[config.mk]
export PLATFORM = sky130hd
export DESIGN_NAME = counter_monitor
export DESIGN_NICKNAME = d
export VERILOG_FILES = /design/src/rtl/counter_monitor.sv
export SDC_FILE = /design/constraint.sdc
export NUM_CORES = 1
export LEC_CHECK = 0
export ABC_CLOCK_PERIOD_IN_PS = 5200
export BUFFER_PORTS_ARGS = -buffer_cell sky130_fd_sc_hd__buf_2
export CAP_MARGIN = 0
export CORE_MARGIN = 3
export CORE_UTILIZATION = 35
export CTS_BUF_LIST = sky130_fd_sc_hd__clkbuf_2
export DETAILED_ROUTE_END_ITERATION = 12
export SLEW_MARGIN = 10
export SYNTH_ARGS = -nofsm -noshare
export SYNTH_HDL_FRONTEND = slang
export SYNTH_SLANG_ARGS = --single-unit
export TNS_END_PERCENT = 100
[constraint.sdc]
create_clock -name Clk_i -period 5.2 [get_ports Clk_i]
set_input_delay 1.04 -clock Clk_i [delete_from_list [all_inputs] [get_ports Clk_i]]
set_output_delay 1.04 -clock Clk_i [all_outputs]
set_load 0.005 [all_outputs]
[src/rtl/counter_monitor.sv]
// Sequence monitor for an upstream counter: tracks start/count/saturate/restart
// behaviour of Data_i and queues one event per transition in a small FWFT FIFO.
module counter_monitor #(
  parameter int unsigned Init  = 8,
  parameter int unsigned Limit = 64,
  parameter int unsigned Depth = 4
) (
  input  logic        Clk_i,
  input  logic        Reset_i,
  input  logic [31:0] Data_i,
  input  logic        Event_ready_i,
  output logic        Event_valid_o,
  output logic [1:0]  Event_code_o,
  output logic [31:0] Event_data_o,
  output logic [1:0]  State_o,
  output logic        Error_o,
  output logic        Overflow_o
);

  localparam int unsigned PtrW = (Depth > 1) ? $clog2(Depth) : 1;
  localparam logic [31:0] InitV     = 32'(Init);
  localparam logic [31:0] InitNextV = 32'(Init) + 32'd1;
  localparam logic [31:0] LimitV    = 32'(Limit);
  localparam logic [PtrW:0] FullCnt = (PtrW + 1)'(Depth);

  typedef enum logic [1:0] {
    ST_IDLE  = 2'd0,
    ST_COUNT = 2'd1,
    ST_SAT   = 2'd2,
    ST_FAIL  = 2'd3
  } state_e;

  typedef enum logic [1:0] {
    EV_START   = 2'd0,
    EV_SAT     = 2'd1,
    EV_ERROR   = 2'd2,
    EV_RESTART = 2'd3
  } code_e;

  state_e      state_q, state_d;
  logic [31:0] prev_q;
  logic        error_q, error_d;
  logic        overflow_q, overflow_d;

  logic        push_req;
  code_e       push_code;
  logic [31:0] expected;

  logic [1:0]      mem_code_q [Depth];
  logic [31:0]     mem_data_q [Depth];
  logic [PtrW-1:0] wr_ptr_q, wr_ptr_d;
  logic [PtrW-1:0] rd_ptr_q, rd_ptr_d;
  logic [PtrW:0]   count_q, count_d;
  logic            fifo_full, fifo_empty;
  logic            do_push, do_pop;

  assign expected = prev_q + 32'd1;

  // ---------------------------------------------------------------------------
  // Monitor FSM: next state, event request and sticky error.
  // ---------------------------------------------------------------------------
  always_comb begin
    state_d   = state_q;
    error_d   = error_q;
    push_req  = 1'b0;
    push_code = EV_START;
    unique case (state_q)
      ST_IDLE: begin
        if (prev_q == InitV && Data_i == InitNextV) begin
          state_d   = ST_COUNT;
          push_req  = 1'b1;
          push_code = EV_START;
        end
      end
      ST_COUNT: begin
        if (Data_i == expected) begin
          if (Data_i == LimitV) begin
            state_d   = ST_SAT;
            push_req  = 1'b1;
            push_code = EV_SAT;
          end
        end else if (Data_i == InitV) begin
          state_d   = ST_IDLE;
          push_req  = 1'b1;
          push_code = EV_RESTART;
        end else begin
          state_d   = ST_FAIL;
          push_req  = 1'b1;
          push_code = EV_ERROR;
          error_d   = 1'b1;
        end
      end
      ST_SAT: begin
        if (Data_i == LimitV) begin
          state_d = ST_SAT;
        end else if (Data_i == InitV) begin
          state_d   = ST_IDLE;
          push_req  = 1'b1;
          push_code = EV_RESTART;
        end else begin
          state_d   = ST_FAIL;
          push_req  = 1'b1;
          push_code = EV_ERROR;
          error_d   = 1'b1;
        end
      end
      ST_FAIL: begin
        state_d = ST_FAIL;
      end
      default: begin
        state_d = ST_FAIL;
      end
    endcase
  end

  always_ff @(posedge Clk_i) begin
    if (Reset_i) begin
      state_q <= ST_IDLE;
      prev_q  <= 32'd0;
      error_q <= 1'b0;
    end else begin
      state_q <= state_d;
      prev_q  <= Data_i;
      error_q <= error_d;
    end
  end

  // ---------------------------------------------------------------------------
  // Event FIFO. Handshake: an entry transfers on a rising edge where
  // Event_valid_o && Event_ready_i; valid never depends on ready, and the head
  // stays stable until it transfers. A pop frees a slot for a same-edge push.
  // ---------------------------------------------------------------------------
  assign fifo_empty = (count_q == '0);
  assign fifo_full  = (count_q == FullCnt);
  assign do_pop     = !fifo_empty && Event_ready_i;
  assign do_push    = push_req && (!fifo_full || do_pop);

  always_comb begin
    wr_ptr_d   = wr_ptr_q;
    rd_ptr_d   = rd_ptr_q;
    count_d    = count_q;
    overflow_d = overflow_q;
    if (do_push) wr_ptr_d = wr_ptr_q + 1'b1;
    if (do_pop)  rd_ptr_d = rd_ptr_q + 1'b1;
    unique case ({do_push, do_pop})
      2'b10:   count_d = count_q + 1'b1;
      2'b01:   count_d = count_q - 1'b1;
      default: count_d = count_q;
    endcase
    if (push_req && !do_push) overflow_d = 1'b1;
  end

  always_ff @(posedge Clk_i) begin
    if (Reset_i) begin
      wr_ptr_q   <= '0;
      rd_ptr_q   <= '0;
      count_q    <= '0;
      overflow_q <= 1'b0;
    end else begin
      wr_ptr_q   <= wr_ptr_d;
      rd_ptr_q   <= rd_ptr_d;
      count_q    <= count_d;
      overflow_q <= overflow_d;
    end
  end

  // Storage needs no reset: the outputs are masked while the FIFO is empty.
  always_ff @(posedge Clk_i) begin
    if (!Reset_i && do_push) begin
      mem_code_q[wr_ptr_q] <= push_code;
      mem_data_q[wr_ptr_q] <= Data_i;
    end
  end

  assign Event_valid_o = !fifo_empty;
  assign Event_code_o  = fifo_empty ? 2'd0  : mem_code_q[rd_ptr_q];
  assign Event_data_o  = fifo_empty ? 32'd0 : mem_data_q[rd_ptr_q];
  assign State_o       = state_q;
  assign Error_o       = error_q;
  assign Overflow_o    = overflow_q;

endmodule

## Word-level counts from Yosys, hierarchy flattened

Memory sizes are Yosys's and may differ from the RTL's. A register that Yosys moved wholly into a read port is not among the register bits.
Cells that the tools add are included.

| operators by class | value |
|---|---|
| add/sub/neg operators | 5 |
| $mul | 0 |
| divide/modulo/power cells | 0 |
| $lt $le $gt $ge | 0 |
| eq/ne operators | 15 |
| shift-type cells | 0 |
| muxes and demuxes | 29 |
| bitwise gates (word level) | 0 |
| reduce and logical (&&, ||, !) cells | 16 |

Operator list:

| kind | number |
|---|---|
| equality test 32 x 4 -> 1 bit, second input constant | 3 |
| adder 32 x 1 -> 32 bit, second input constant | 1 |
| equality test 32 bit | 1 |
| equality test 32 x 7 -> 1 bit, second input constant | 1 |
| 2-to-1 mux 32 bit | 1 |
| 2-to-1 mux 2 bit | 12 |
| 2-to-1 mux 1 bit | 11 |
| one-hot mux 2 bit (4 select lines) | 1 |
| equality test 2 bit, second input constant | 3 |
| inequality test 2 bit, second input constant | 3 |
| one-hot mux 3 bit (2 select lines) | 1 |
| logical AND 1 bit | 5 |
| adder 2 x 1 -> 2 bit, second input constant | 2 |
| equality test 2 x 1 -> 1 bit, second input constant | 2 |
| logical NOT 1 bit | 4 |
| one-hot mux 2 bit (2 select lines) | 1 |
| nonzero test 2 bit | 2 |
| adder 3 x 1 -> 3 bit, second input constant | 1 |
| equality test 3 bit, second input constant | 1 |
| logical NOT 3 bit | 1 |
| inequality test 3 bit, second input constant | 1 |
| one-hot mux 1 bit (3 select lines) | 1 |
| AND reduction 3 bit | 1 |
| subtractor 3 x 1 -> 3 bit, second input constant | 1 |
| 4 further kinds | 4 |

| storage, ports and cells | value |
|---|---|
| register bits | 43 |
| latch bits | 0 |
| memory bits (writable) | 136 |
| memory bits (read-only) | 0 |
| input port bits | 35 |
| output and inout port bits | 39 |
| word-level logic and storage cells | 74 |
| memories | 2 |

Memory list:

| memory | words | bits a word | rd ports | clocked after Yosys merged registers in | wr ports | RTL line | text |
|---|---|---|---|---|---|---|---|
| mem_data_q | 4 | 32 | 1 | 1 | 1 | 50 | `logic [31:0] mem_data_q [Depth];` |
| mem_code_q | 4 | 2 | 1 | 1 | 1 | 49 | `logic [1:0] mem_code_q [Depth];` |

## Depth between registers and ports, before layout

Gate-level depths: netlist of run 1.

| logic depth | value |
|---|---|
| word-level depth | 8 |
| mapped depth | 17 |
| depth with buffers taken out | 16 |

## Worst setup path after synthesis of run 1

Ideal clock, no wire load.

| timing path | value |
|---|---|
| path kind | input-to-reg |
| start point | in Data_i[19] |
| end point | mem mem_code_q[0][0] (enable) |
| setup time | 0.394 ns |
| arrival | 3.719 ns |
| required time | 4.806 ns |
| path slack | 1.087 ns |
| stages | 10 |
| buffers on the path | 0 |
| path through | or4_1 -> nor4_1 -> nand3_1 -> nor2_1 -> and3b_1 -> a32oi_1 -> nor2_1 -> nor2_4 -> nor3_1 -> and2_1 |

| between the ends | value |
|---|---|
| word-level cells in the longest chain between the ends | 8 |
| elaborated cells between the ends (all ways) | 13 |
| those cells by class | eq/ne: 3; mux: 7; reduce/logical: 3 |

RTL lines:

| element | RTL line | text |
|---|---|---|
| start: declaration | 10 | `input logic [31:0] Data_i,` |
| equality test 32 x 7 -> 1 bit / equality test 32 x 4 -> 1 bit (equally long branches) | 77, 94, 69 |  |
| 2-to-1 mux 1 bit / logical AND 1 bit (equally long branches) | 77, 69 |  |
| 2-to-1 mux 1 bit, on equally long branches | 76, 69 |  |
| one-hot mux 1 bit (3 select lines) (*) | 67 | `unique case (state_q)` |
| logical AND 1 bit (*) | 136 | `assign do_push = push_req && (!fifo_full \|\| do_pop);` |
| logical AND 1 bit (*) | 169 | `if (!Reset_i && do_push) begin` |
| 2-to-1 mux 1 bit (*) | 169 |  |
| 2-to-1 mux 1 bit (not written as such) (*) | 170 | `mem_code_q[wr_ptr_q] <= push_code;` |
| end: declaration | 49 |  |

Mark *: on every way between the ends. The rest lies on a longest branch, timed or not.

## Worst setup path after layout of run 1

| timing path | value |
|---|---|
| start point | reg prev_q[2] |
| end point | reg count_q[1] |

| between the ends | value |
|---|---|
| word-level cells in the longest chain between the ends | 7 |
| elaborated cells between the ends (all ways) | 12 |
| those cells by class | add/sub: 1; eq/ne: 4; mux: 4; reduce/logical: 3 |

RTL lines:

| element | RTL line | text |
|---|---|---|
| start: declaration | 41 | `logic [31:0] prev_q;` |
| start signal: assignment | 123 | `prev_q <= Data_i;` |
| adder 32 x 1 -> 32 bit / equality test 32 x 4 -> 1 bit (equally long branches) | 57, 69 |  |
| equality test 32 bit / logical AND 1 bit (equally long branches) | 76, 69 |  |
| 2-to-1 mux 1 bit, on equally long branches | 76, 69 |  |
| one-hot mux 1 bit (3 select lines) (*) | 67 |  |
| logical AND 1 bit (*) | 136 |  |
| equality test 2 x 1 -> 1 bit / equality test 2 bit (equally long branches) | 145 | `unique case ({do_push, do_pop})` |
| one-hot mux 3 bit (2 select lines) (*) | 145 |  |
| named net count_d[1] | 53 | `logic [PtrW:0] count_q, count_d;` |
| end signal: assignment | 162 | `count_q <= count_d;` |
| end: declaration | 53 |  |

The timed path passes the listed nets; every way through them passes the cells marked *.
A chain may end at the register's enable or synchronous reset.

==> results of run 1 <==
[per-stage QoR]
step                setup slack, ns  hold WS (ns)  std cells  total power, W  util [%]
finish                        0.842         0.473       1032         0.00343      40.1
floorplan                      1.09         0.442        624         0.00234         -
global route                  0.389         0.417       1032         0.00365      40.1
detailed placement            0.533         0.447        999         0.00273      38.9
global placement              0.640         0.440        999         0.00272      38.9
CTS                           0.846         0.446       1031         0.00350      40.1
[cells by family after synthesis]
logic type,Yosys count
compound gates,67
xor+xnor,42
fa+ha+maj,12
buf+inv,44
flops,181
mux,41
simple gates,237
[sequential cells by signal, indices dropped and copies added (netlist names), named ones only]
name	count
rd_ptr_q	2
prev_q	32
mem_data_q	128
Error_o	1
count_q	3
State_o	2
wr_ptr_q	2
mem_code_q	8
Overflow_o	1
[placed cells by master (no fill, tap or decap), drive strengths merged, types with 3 or more instances in the layout]
cell      Yosys  final
mux2i         4      4
xnor2        25     25
dfxtp        45     45
and3          4      4
a31oi         6      6
ha           11     11
mux4         34     34
or3           4      4
o21ai        15     15
a211oi        7      7
mux2          3      3
and4          8      8
edfxtp      136    136
nor2         28     28
nor4         23     23
nand3b        5      5
a21oi        17     17
xor2         17     17
clkinvlp      0      3
nand2b        6      6
and2         42     42
nor3          8      8
buf           6     85
nor2b        41     41
nand4        23     23
clkinv        0      4
nand3        18     18
nand2        17     17
clkbuf       23     17
inv          15     22
[synthesized netlist by cell type, drive strengths merged (7+ instances only)]
cell / n / area share [%]
nor3: 8 / 0.47
clkbuf: 23 / 1.0
nor2b: 41 / 3.0
a21oi: 17 / 1.0
nand3: 18 / 1.1
nand2: 17 / 0.75
and2: 42 / 3.1
dfxtp: 45 / 11
inv: 15 / 0.67
nand4: 23 / 2.0
nor2: 28 / 1.3
nor4: 23 / 2.1
o21ai: 15 / 0.93
and4: 8 / 0.83
mux4: 34 / 9.1
xor2: 17 / 1.8
xnor2: 25 / 2.6
ha: 11 / 1.6
edfxtp: 136 / 48
a211oi: 7 / 0.62
[worst max path at each step]
stage               slack [ns]          endpoint  depth (start not counted)
finish                    0.84        count_q[1]                         15
global placement          0.64        count_q[1]                         16
CTS                       0.85        count_q[1]                         15
global route              0.39        count_q[1]                         15
detailed placement        0.53        count_q[1]                         16
floorplan                 1.09  mem_code_q[0][0]                         10
[power groups by stage]
stage	clock [W]	combinational (W)	sequential (W)
detailed placement	0	0.000974	0.00176
global route	0.000847	0.00106	0.00174
CTS	0.000791	0.000978	0.00173
finish	0.000760	0.000946	0.00172
global placement	0	0.000967	0.00176
floorplan	0	0.000670	0.00167
[layout make-up]
class	instances	area share [%]
Inverter	15	0.595
Multi-Input combinational cell	399	34.8
Clock inverter	15	1.94
Clock buffer	17	0.899
Tap cell	319	4.22
Timing Repair Buffer	85	4.81
Antenna cell	1	0.0264
Sequential cell	181	52.7
[layer usage]
layer / part of all wire [%] / GRT usage, %
met5: 0 / 0
met4: 1.6 / 3.83
met3: 4.4 / 3.31
met1: 48 / 20.9
met2: 46 / 22.9
[tightest hold or removal path, cell delays in order, from the launching register on]
cell and delay (ns):
dfxtp_1 0.37, inv_1 0.05, a21oi_1 0.05
==> metrics, run 1 <==
initial antenna violation count 1; crit path kind reg2reg; post-CTS setup buffers 0; Synth Area in Compound Gates 5.45%; Main synth FF type edfxtp_1; Slew @ Worst Pin 1.06 ns; Area Growth Syn to Fin 12.0%; DIE AREA 26100 µm²; setup slack, reg-to-reg 0.84 ns; Worst Skew 0.0526 ns; post-synthesis cell area 8460 µm²; GR Util All Layers 14.7%; Worst path slowest cell dfxtp_1; internal cell power 0.00232 W; Num CTS Buffers 17; area post-placement 9200 µm²; fill cell count 2302; most used cell, CP nor4_1; core area 23600 µm²; CP peak stage delay 0.60 ns; clk_lat worst skew 0.77 ns; CP Capture Type flop; DRC 0; drt wl/cell 18.1 µm; maximum vdd drop 0.216 mV; ys async rst share 0%; area occupied by multi-input gates 3300 µm²; fin crit share 83.8%; layout net count 746; first element of the critical path prev_q[2]; sequential power share 50.2%; first-pass GRT wire length 29.9 mm; XOR/XNOR Fraction of Synth Area 4.35%; Die Height 161 µm; setup TNS 0 ns; Register Area 4990 µm²; row count 56; WL final 18.6 mm; routed vias 5243; Post-synth EDFFs 136; Hold-fix buffers, CTS 0; Final Cell Area 9470 µm²; Final Hold Fails 0; Max Slew Vio Count 0; antenna-violating nets left 0; Critical Path AT 5.05 ns; crit-path max FO 9; Comb pwr share 27.6%; Yosys reg bits 181; Hold Startpoint Overflow_o; Ys Warns 0; Max Cap Violations 0; Hold Crit Endpoint Overflow_o; GRT Residual Overflow 0; WHS Path Cells 2; crit start category flop; DP HPWL 12.9 mm; die width 161 µm; RePlAce Congestion 0.895; RSZ-0062 raised after global routing no; Root Buffer clkbuf_2; Synth cell types 66; vias in the first global route 5205; CTS resizes 0; Cell Chain, Critical Path nand4_4, nor4_4, and3_1, a21oi_1, nand3b_4, or3b_1, o311a_4, nor2_4, and2_1, fa_1, mux2i_1, nand2_1, nor4_1, a311o_1, nor4_1; worst min-delay path category reg2reg; Leakage 3.20 nW; CTS tree yes; Reg clk slew, reported paths 0.28 ns; buffers and inverters on the worst path 0; post-synthesis simple-gate area fraction 17.4%; clock buffer depth 2; initial core utilization 35.8%; Post-Syn Instances 624; Adder-Cell Fraction of Synth Area 1.86%; largest net degree at the start of global routing 49; synthesized area per cell 13.6 µm²; clock sinks 181; Max Fclk 0.229 GHz; vias per cell 5.08; Seq/Total Area, Yosys 59.0%; Reg2Reg Depth 15; mux contribution to synthesized area 9.97%; CP delay by family, top simple AND/OR/NAND/NOR gates; share of layout cells above drive strength 1 23.9%; 1st-pass router iterations 7; main combinational cell family by area after synthesis simple AND/OR/NAND/NOR gates; Final min period 4.36 ns; FF-to-FF Start prev_q[2]; PD cells 362 nW/µm²; NetSw 0.00111 W; Clk pwr share 22.2%; worst rel slew slack 28.1%; Final setup viols 0; WP data required 5.89 ns; port bufs 73; Switching Share 32.4%; H-tree lvl count 4; Syn Nets 671; I/O pins 74; first-iteration detailed-routing DRC count 442; Crit Reg-Reg Endpoint count_q[1]; outcome finished, final reports clean
No activity file was read; power rests on OpenSTA's default activity.
==> run 2, diff against run 1 <==
--- a/config.mk
+++ b/config.mk
@@ -5,7 +5,7 @@
 export SDC_FILE = /design/constraint.sdc
 export NUM_CORES = 1
 export LEC_CHECK = 0
-export ABC_CLOCK_PERIOD_IN_PS = 5200
+export ABC_CLOCK_PERIOD_IN_PS = 3500
 export BUFFER_PORTS_ARGS = -buffer_cell sky130_fd_sc_hd__buf_2
 export CAP_MARGIN = 0
 export CORE_MARGIN = 3
==> constraint.sdc (replaced) <==
create_clock -name Clk_i -period 3.5 [get_ports Clk_i]
set_input_delay 0.7 -clock Clk_i [delete_from_list [all_inputs] [get_ports Clk_i]]
set_output_delay 0.7 -clock Clk_i [all_outputs]
set_load 0.005 [all_outputs]
==> metrics, run 2 (synthesis results as in run 1) <==
port bufs 73 (unchanged); Reg2Reg Depth 16 (+1); Final setup viols 1 (+1); Num CTS Buffers 17 (unchanged); drt wl/cell 18.6 µm (+2.8%); crit-path max FO 5 (-4); worst rel slew slack 20.0% (-8.2 points); CP peak stage delay 0.47 ns (-0.13 ns); WHS Path Cells 1 (-1); crit path kind reg2reg; DIE AREA 26100 µm² (unchanged); H-tree lvl count 4 (unchanged); DP HPWL 15.5 mm (+21%); violated checks negative setup slack; Die Height 161 µm (unchanged); worst min-delay path category in2reg; CP Capture Type flop; Worst Skew 0.0476 ns (-0.00495 ns); Hold Startpoint Data_i[20]; most common cell after layout, fill and taps aside edfxtp_1; Largest Register mem_data_q; GRT Residual Overflow 0 (unchanged); antenna-violating nets left 0 (unchanged); Worst path slowest cell dfxtp_4; FF-to-FF Start prev_q[0]; die width 161 µm (unchanged); fill cell count 2174 (-5.6%); Root Buffer clkbuf_2; first-iteration detailed-routing DRC count 431 (-2.5%); WP data required 4.21 ns (-1.68 ns); Final min period 3.77 ns (-0.586 ns); Slew @ Worst Pin 1.18 ns (+0.121 ns); crit start category flop; Crit Reg-Reg Endpoint count_q[1]; vias in the first global route 6280 (+21%); initial antenna violation count 1 (unchanged); maximum vdd drop 0.366 mV (+70%); Max Slew Vio Count 0 (unchanged); Area Growth Syn to Fin 25.5%; Final Hold Fails 0 (unchanged); outcome complete, but fails checks; core area 23600 µm² (unchanged); Leakage 3.83 nW (+20%); initial core utilization 35.8% (unchanged); Max Cap Violations 0 (unchanged); Hold Crit Endpoint mem_data_q[2][20]; final worst setup slack -0.272 ns (-1.11 ns); GR Util All Layers 16.9% (+2.2 points); share of layout cells above drive strength 1 39.4% (+16 points); vias per cell 5.14 (+1.1%); Hold-fix buffers, CTS 0 (unchanged); clock sinks 181 (unchanged); RSZ-0062 raised after global routing yes; CTS tree yes; Cell Chain, Critical Path nand3_2, nor4_4, buf_4, nand4_1, xnor2_2, nand3b_4, or3b_4, o311a_4, nor2_4, and2_4, fa_1, mux2i_1, nand2_1, nor4_2, a311o_1, nor4_2; clock buffer depth 2 (unchanged); largest net degree at the start of global routing 49 (unchanged); PD cells 492 nW/µm² (+36%); setup slack, reg-to-reg -0.27 ns (-1.11 ns); max FFs per register 128 (unchanged); first element of the critical path prev_q[0]; routed vias 5921 (+13%); Largest regs mem_data_q: 128 flops, prev_q: 32 flops, mem_code_q: 8 flops; WL final 21.4 mm (+15%); Post-Route Utilization 45.0% (+4.9 points); DRC 0 (unchanged); Final Cell Area 10600 µm² (+12%); I/O pins 74 (unchanged); most used cell, CP nor4_2; first-pass GRT wire length 34.5 mm (+16%); Critical Path AT 4.48 ns (-0.57 ns); RePlAce Congestion 0.926 (+3.4%); clk_lat worst skew 0.77 ns (about the same); commonest cells after routing, fill and taps aside edfxtp_1, buf_4, buf_2; fin crit share 108% (+24 points); row count 56 (unchanged); layout net count 866 (+16%); Reg clk slew, reported paths 0.30 ns (+0.02 ns); 1st-pass router iterations 5 (-2); Max Fclk 0.265 GHz (+16%); area post-placement 10300 µm² (+11%)
run 2: changes by cell type in the layout (fill, tap and decap cells not counted), moves of 4 or more:
cell / previous run / this run
buf_4: 12 / 123
and2_1: 42 / 37
and2_4: 0 / 5
nor4_2: 1 / 5
buf_12: 0 / 8
nor4_1: 20 / 16
dfxtp_2: 1 / 8
dfxtp_4: 0 / 5
dfxtp_1: 44 / 32
run 2: timing repair:
item	CTS	global route
setup buffers	0	1
setup endpoints to repair	64	142
resized for setup	20	11
pin swaps	6	6
run 2: how the worst max path moves through the flow:
stage / depth (start not counted) / end / slack (ns)
floorplan: 17 / count_q[1] / -0.20
global placement: 17 / count_q[1] / -0.51
detailed placement: 17 / count_q[1] / -0.66
CTS: 16 / count_q[1] / -0.23
global route: 16 / count_q[1] / -0.46
finish: 16 / count_q[1] / -0.27
run 2: per-stage QoR:
stage          setup TNS (ns)  total power [W]  setup slack [ns]  hold WS [ns]  instances
2_1_floorplan          -0.204          0.00349            -0.204         0.442        624
3_3_place_gp           -28.32          0.00416            -0.510         0.441       1118
3_5_place_dp           -51.86          0.00420            -0.660         0.441       1118
4_1_cts                -0.232          0.00530            -0.232        0.0797       1150
5_1_grt                 -1.42          0.00556            -0.459        0.0473       1153
6_report               -0.272          0.00523            -0.272         0.138       1153
run 2: cell type report:
class,instances,area [µm²],share of cell area (%)
antenna,2,5.00,0.0471
clock buffer,17,85.1,0.802
clock inverter,15,160,1.51
inverter,15,56.3,0.530
multi-input combinational,399,3440,32.4
sequential,181,5010,47.2
tap,319,399,3.76
timing repair buffer,205,1460,13.8
run 2: routing by layer:
layer	part of all wire, %	GRT usage, %	up-vias
met2	49	28.7	123
met4	1.4	4.30	0
met1	45	22.5	3005
met3	4.0	3.33	23
li1	-	-	2770
met5	0	0	-
run 2: report_power, final:
| group | internal (W) | leakage, nW | switching [W] | total, W |
|---|---|---|---|---|
| Clock | 0.000292 | 0.143 | 0.000805 | 0.00110 |
| Sequential | 0.00239 | 1.61 | 0.0000696 | 0.00246 |
| Combinational | 0.000851 | 2.07 | 0.000816 | 0.00167 |
run 2: worst max-delay path: cells and delay by family, from the launching register on:
kind / cells / cell delay [ns]
muxes: 1 / 0.21
AOI/OAI and AO/OA: 2 / 0.54
xor gates and xnor gates: 1 / 0.24
DFF: 1 / 0.47
adders and majority gates: 1 / 0.41
buffers and inverters: 1 / 0.19
and+or+nand+nor: 10 / 1.63
==> run 3, diff against run 2 <==
--- a/config.mk
+++ b/config.mk
@@ -5,7 +5,7 @@
 export SDC_FILE = /design/constraint.sdc
 export NUM_CORES = 1
 export LEC_CHECK = 0
-export ABC_CLOCK_PERIOD_IN_PS = 3500
+export ABC_CLOCK_PERIOD_IN_PS = 3450
 export BUFFER_PORTS_ARGS = -buffer_cell sky130_fd_sc_hd__buf_2
 export CAP_MARGIN = 0
 export CORE_MARGIN = 3
==> constraint.sdc (replaced) <==
create_clock -name Clk_i -period 3.45 [get_ports Clk_i]
set_input_delay 0.69 -clock Clk_i [delete_from_list [all_inputs] [get_ports Clk_i]]
set_output_delay 0.69 -clock Clk_i [all_outputs]
set_load 0.005 [all_outputs]
==> metrics, run 3 (synthesis results as in run 1) <==
first-pass GRT wire length 32.5 mm (-6.0%); Reg clk slew, reported paths 0.25 ns (-0.05 ns); PD cells 484 nW/µm² (-1.6%); Slew @ Worst Pin 0.580 ns (-0.604 ns); CTS tree yes; fin crit share 110% (+1.9 points); vias per cell 4.99 (-2.9%); H-tree lvl count 4 (unchanged); largest net degree at the start of global routing 48 (-2.0%); Max Cap Violations 0 (unchanged); Max Fclk 0.264 GHz (-0.32%); commonest cells after routing, fill and taps aside edfxtp_1, buf_4, buf_2; crit start category flop; crit-path max FO 3 (-2); Leakage 3.85 nW (+0.55%); crit path kind reg2reg; routed vias 5770 (-2.6%); Largest Register mem_data_q; outcome complete, but fails checks; antenna-violating nets left 0 (unchanged); Largest regs mem_data_q: 128 flops, prev_q: 32 flops, mem_code_q: 8 flops; worst min-delay path category in2reg; Hold Startpoint Data_i[4]; row count 56 (unchanged); Placed Cells 1121 (+0.27%); clk_lat worst skew 0.75 ns (-0.02 ns); Root Buffer clkbuf_2; port bufs 73 (unchanged); share of layout cells above drive strength 1 40.0% (+0.60 points); max FFs per register 128 (unchanged); Final Hold Fails 0 (unchanged); DP HPWL 14.5 mm (-6.1%); DRC 0 (unchanged); setup TNS -0.334 ns (-0.0622 ns); most used cell, CP nor4_1; GRT Residual Overflow 0 (unchanged); violated checks negative setup slack; maximum vdd drop 0.251 mV (-31%); setup slack, reg-to-reg -0.33 ns (-0.06 ns); Final setup viols 1 (unchanged); Cell Chain, Critical Path nand4_4, nor4_4, buf_4, and4_4, o22ai_2, nor4_1, nand4_1, o311a_4, nor2_4, and2_4, fa_1, mux2i_1, nand2_1, nor4_2, a311o_1, nor4_1; CP Capture Type flop; WP data required 4.10 ns (-0.11 ns); Critical Path AT 4.43 ns (-0.05 ns); I/O pins 74 (unchanged); Final min period 3.78 ns (+0.0122 ns); vias in the first global route 5896 (-6.1%); GR Util All Layers 16.1% (-0.82 points); WL final 20.7 mm (-3.5%); Max Slew Vio Count 0 (unchanged); Area Growth Syn to Fin 25.4% (about the same); Hold Crit Endpoint prev_q[4]; core area 23600 µm² (unchanged); DIE AREA 26100 µm² (unchanged); Num CTS Buffers 17 (unchanged); Crit Reg-Reg Endpoint count_q[1]; FF-to-FF Start prev_q[10]; RSZ-0062 raised after global routing yes; WHS Path Cells 2 (+1); Reg2Reg Depth 16 (unchanged); initial antenna violation count 1 (unchanged); clock buffer depth 2 (unchanged); die width 161 µm (unchanged); worst rel slew slack 60.8% (+41 points); Die Height 161 µm (unchanged); layout net count 871 (+0.58%); final worst setup slack -0.334 ns (-0.0622 ns); Worst path slowest cell fa_1; drt wl/cell 17.9 µm (-3.9%); RePlAce Congestion 0.874 (-5.6%); Worst Skew 0.0403 ns (-0.00733 ns); initial core utilization 35.8% (unchanged); 1st-pass router iterations 5 (unchanged); first-iteration detailed-routing DRC count 312 (-28%); CP peak stage delay 0.43 ns (-0.04 ns); most common cell after layout, fill and taps aside edfxtp_1; final non-filler cell total 1157 (+0.35%); clock sinks 181 (unchanged)
==> run 3: cell types whose count changed in the layout (fill, tap and decap cells not counted), moves of 3 or more <==
cell      before  now
buf_4        123  126
inv_6          6    2
clkbuf_2      17   21
and2_2         0    4
and2_4         5    1
==> run 3: worst max-delay path by stage <==
stage,slack (ns),to,from,depth (start not counted)
5_1_grt,-0.53,count_q[1],prev_q[10],16
3_5_place_dp,-0.72,count_q[1],Data_i[19],16
2_1_floorplan,-0.31,count_q[1],prev_q[11],16
6_report,-0.33,count_q[1],prev_q[10],16
3_3_place_gp,-0.56,count_q[1],Data_i[19],16
4_1_cts,-0.36,count_q[1],prev_q[1],16
==> run 3: final cells by class <==
type,count,area (µm²)
clock inverters,11,77.6
flip-flops and latches,181,5020
clock buffers,21,105
inverters,15,56.3
fillers,2210,13000
diodes,1,2.50
well taps,319,399
multi-input cells,399,3440
repair buffers,210,1510
==> run 3: what timing repair did <==
action	4_1_cts	5_1_grt
endpoints found under the setup margin	2	147
gates resized for setup	19	32
buffers inserted	1	2
pin swaps	6	16
hold buffers	0	0
==> run 3: critical path, delay by kind of cell, from the launching register on <==
family	cells	cell delay, ns
AO/OA/AOI/OAI	3	0.63
buffers and inverters	1	0.17
adder cells (fa/ha/maj)	1	0.43
multiplexers	1	0.20
AND/OR/NAND/NOR	10	1.82
flip-flops	1	0.42
==> run 3: through the flow <==
stage                     power, W  hold slack (ns)  util, %  area (µm²)  worst slack [ns]
after floorplan            0.00353            0.442        -        8460            -0.314
after global placement     0.00425            0.440     43.3       10200            -0.564
after detailed placement   0.00427            0.443     43.3       10200            -0.719
after CTS                  0.00522            0.140     44.4       10500            -0.356
after global routing       0.00548            0.105     44.9       10600            -0.526
final                      0.00514            0.207     44.9       10600            -0.334
==> run 3: where the power goes <==
part | switching [W] | internal, W
Combinational | 0.000780 | 0.000886
Sequential | 0.000103 | 0.00243
Clock | 0.000738 | 0.000202
Total | 0.00162 | 0.00352
==> run 3: per-layer routing <==
metal	global-route usage (%)	routed length (µm)	up-vias
met3	3.41	883	20
li1	-	-	2782
met5	0	0	-
met1	22.4	9860	2834
met4	4.89	417	0
met2	25.6	9500	134
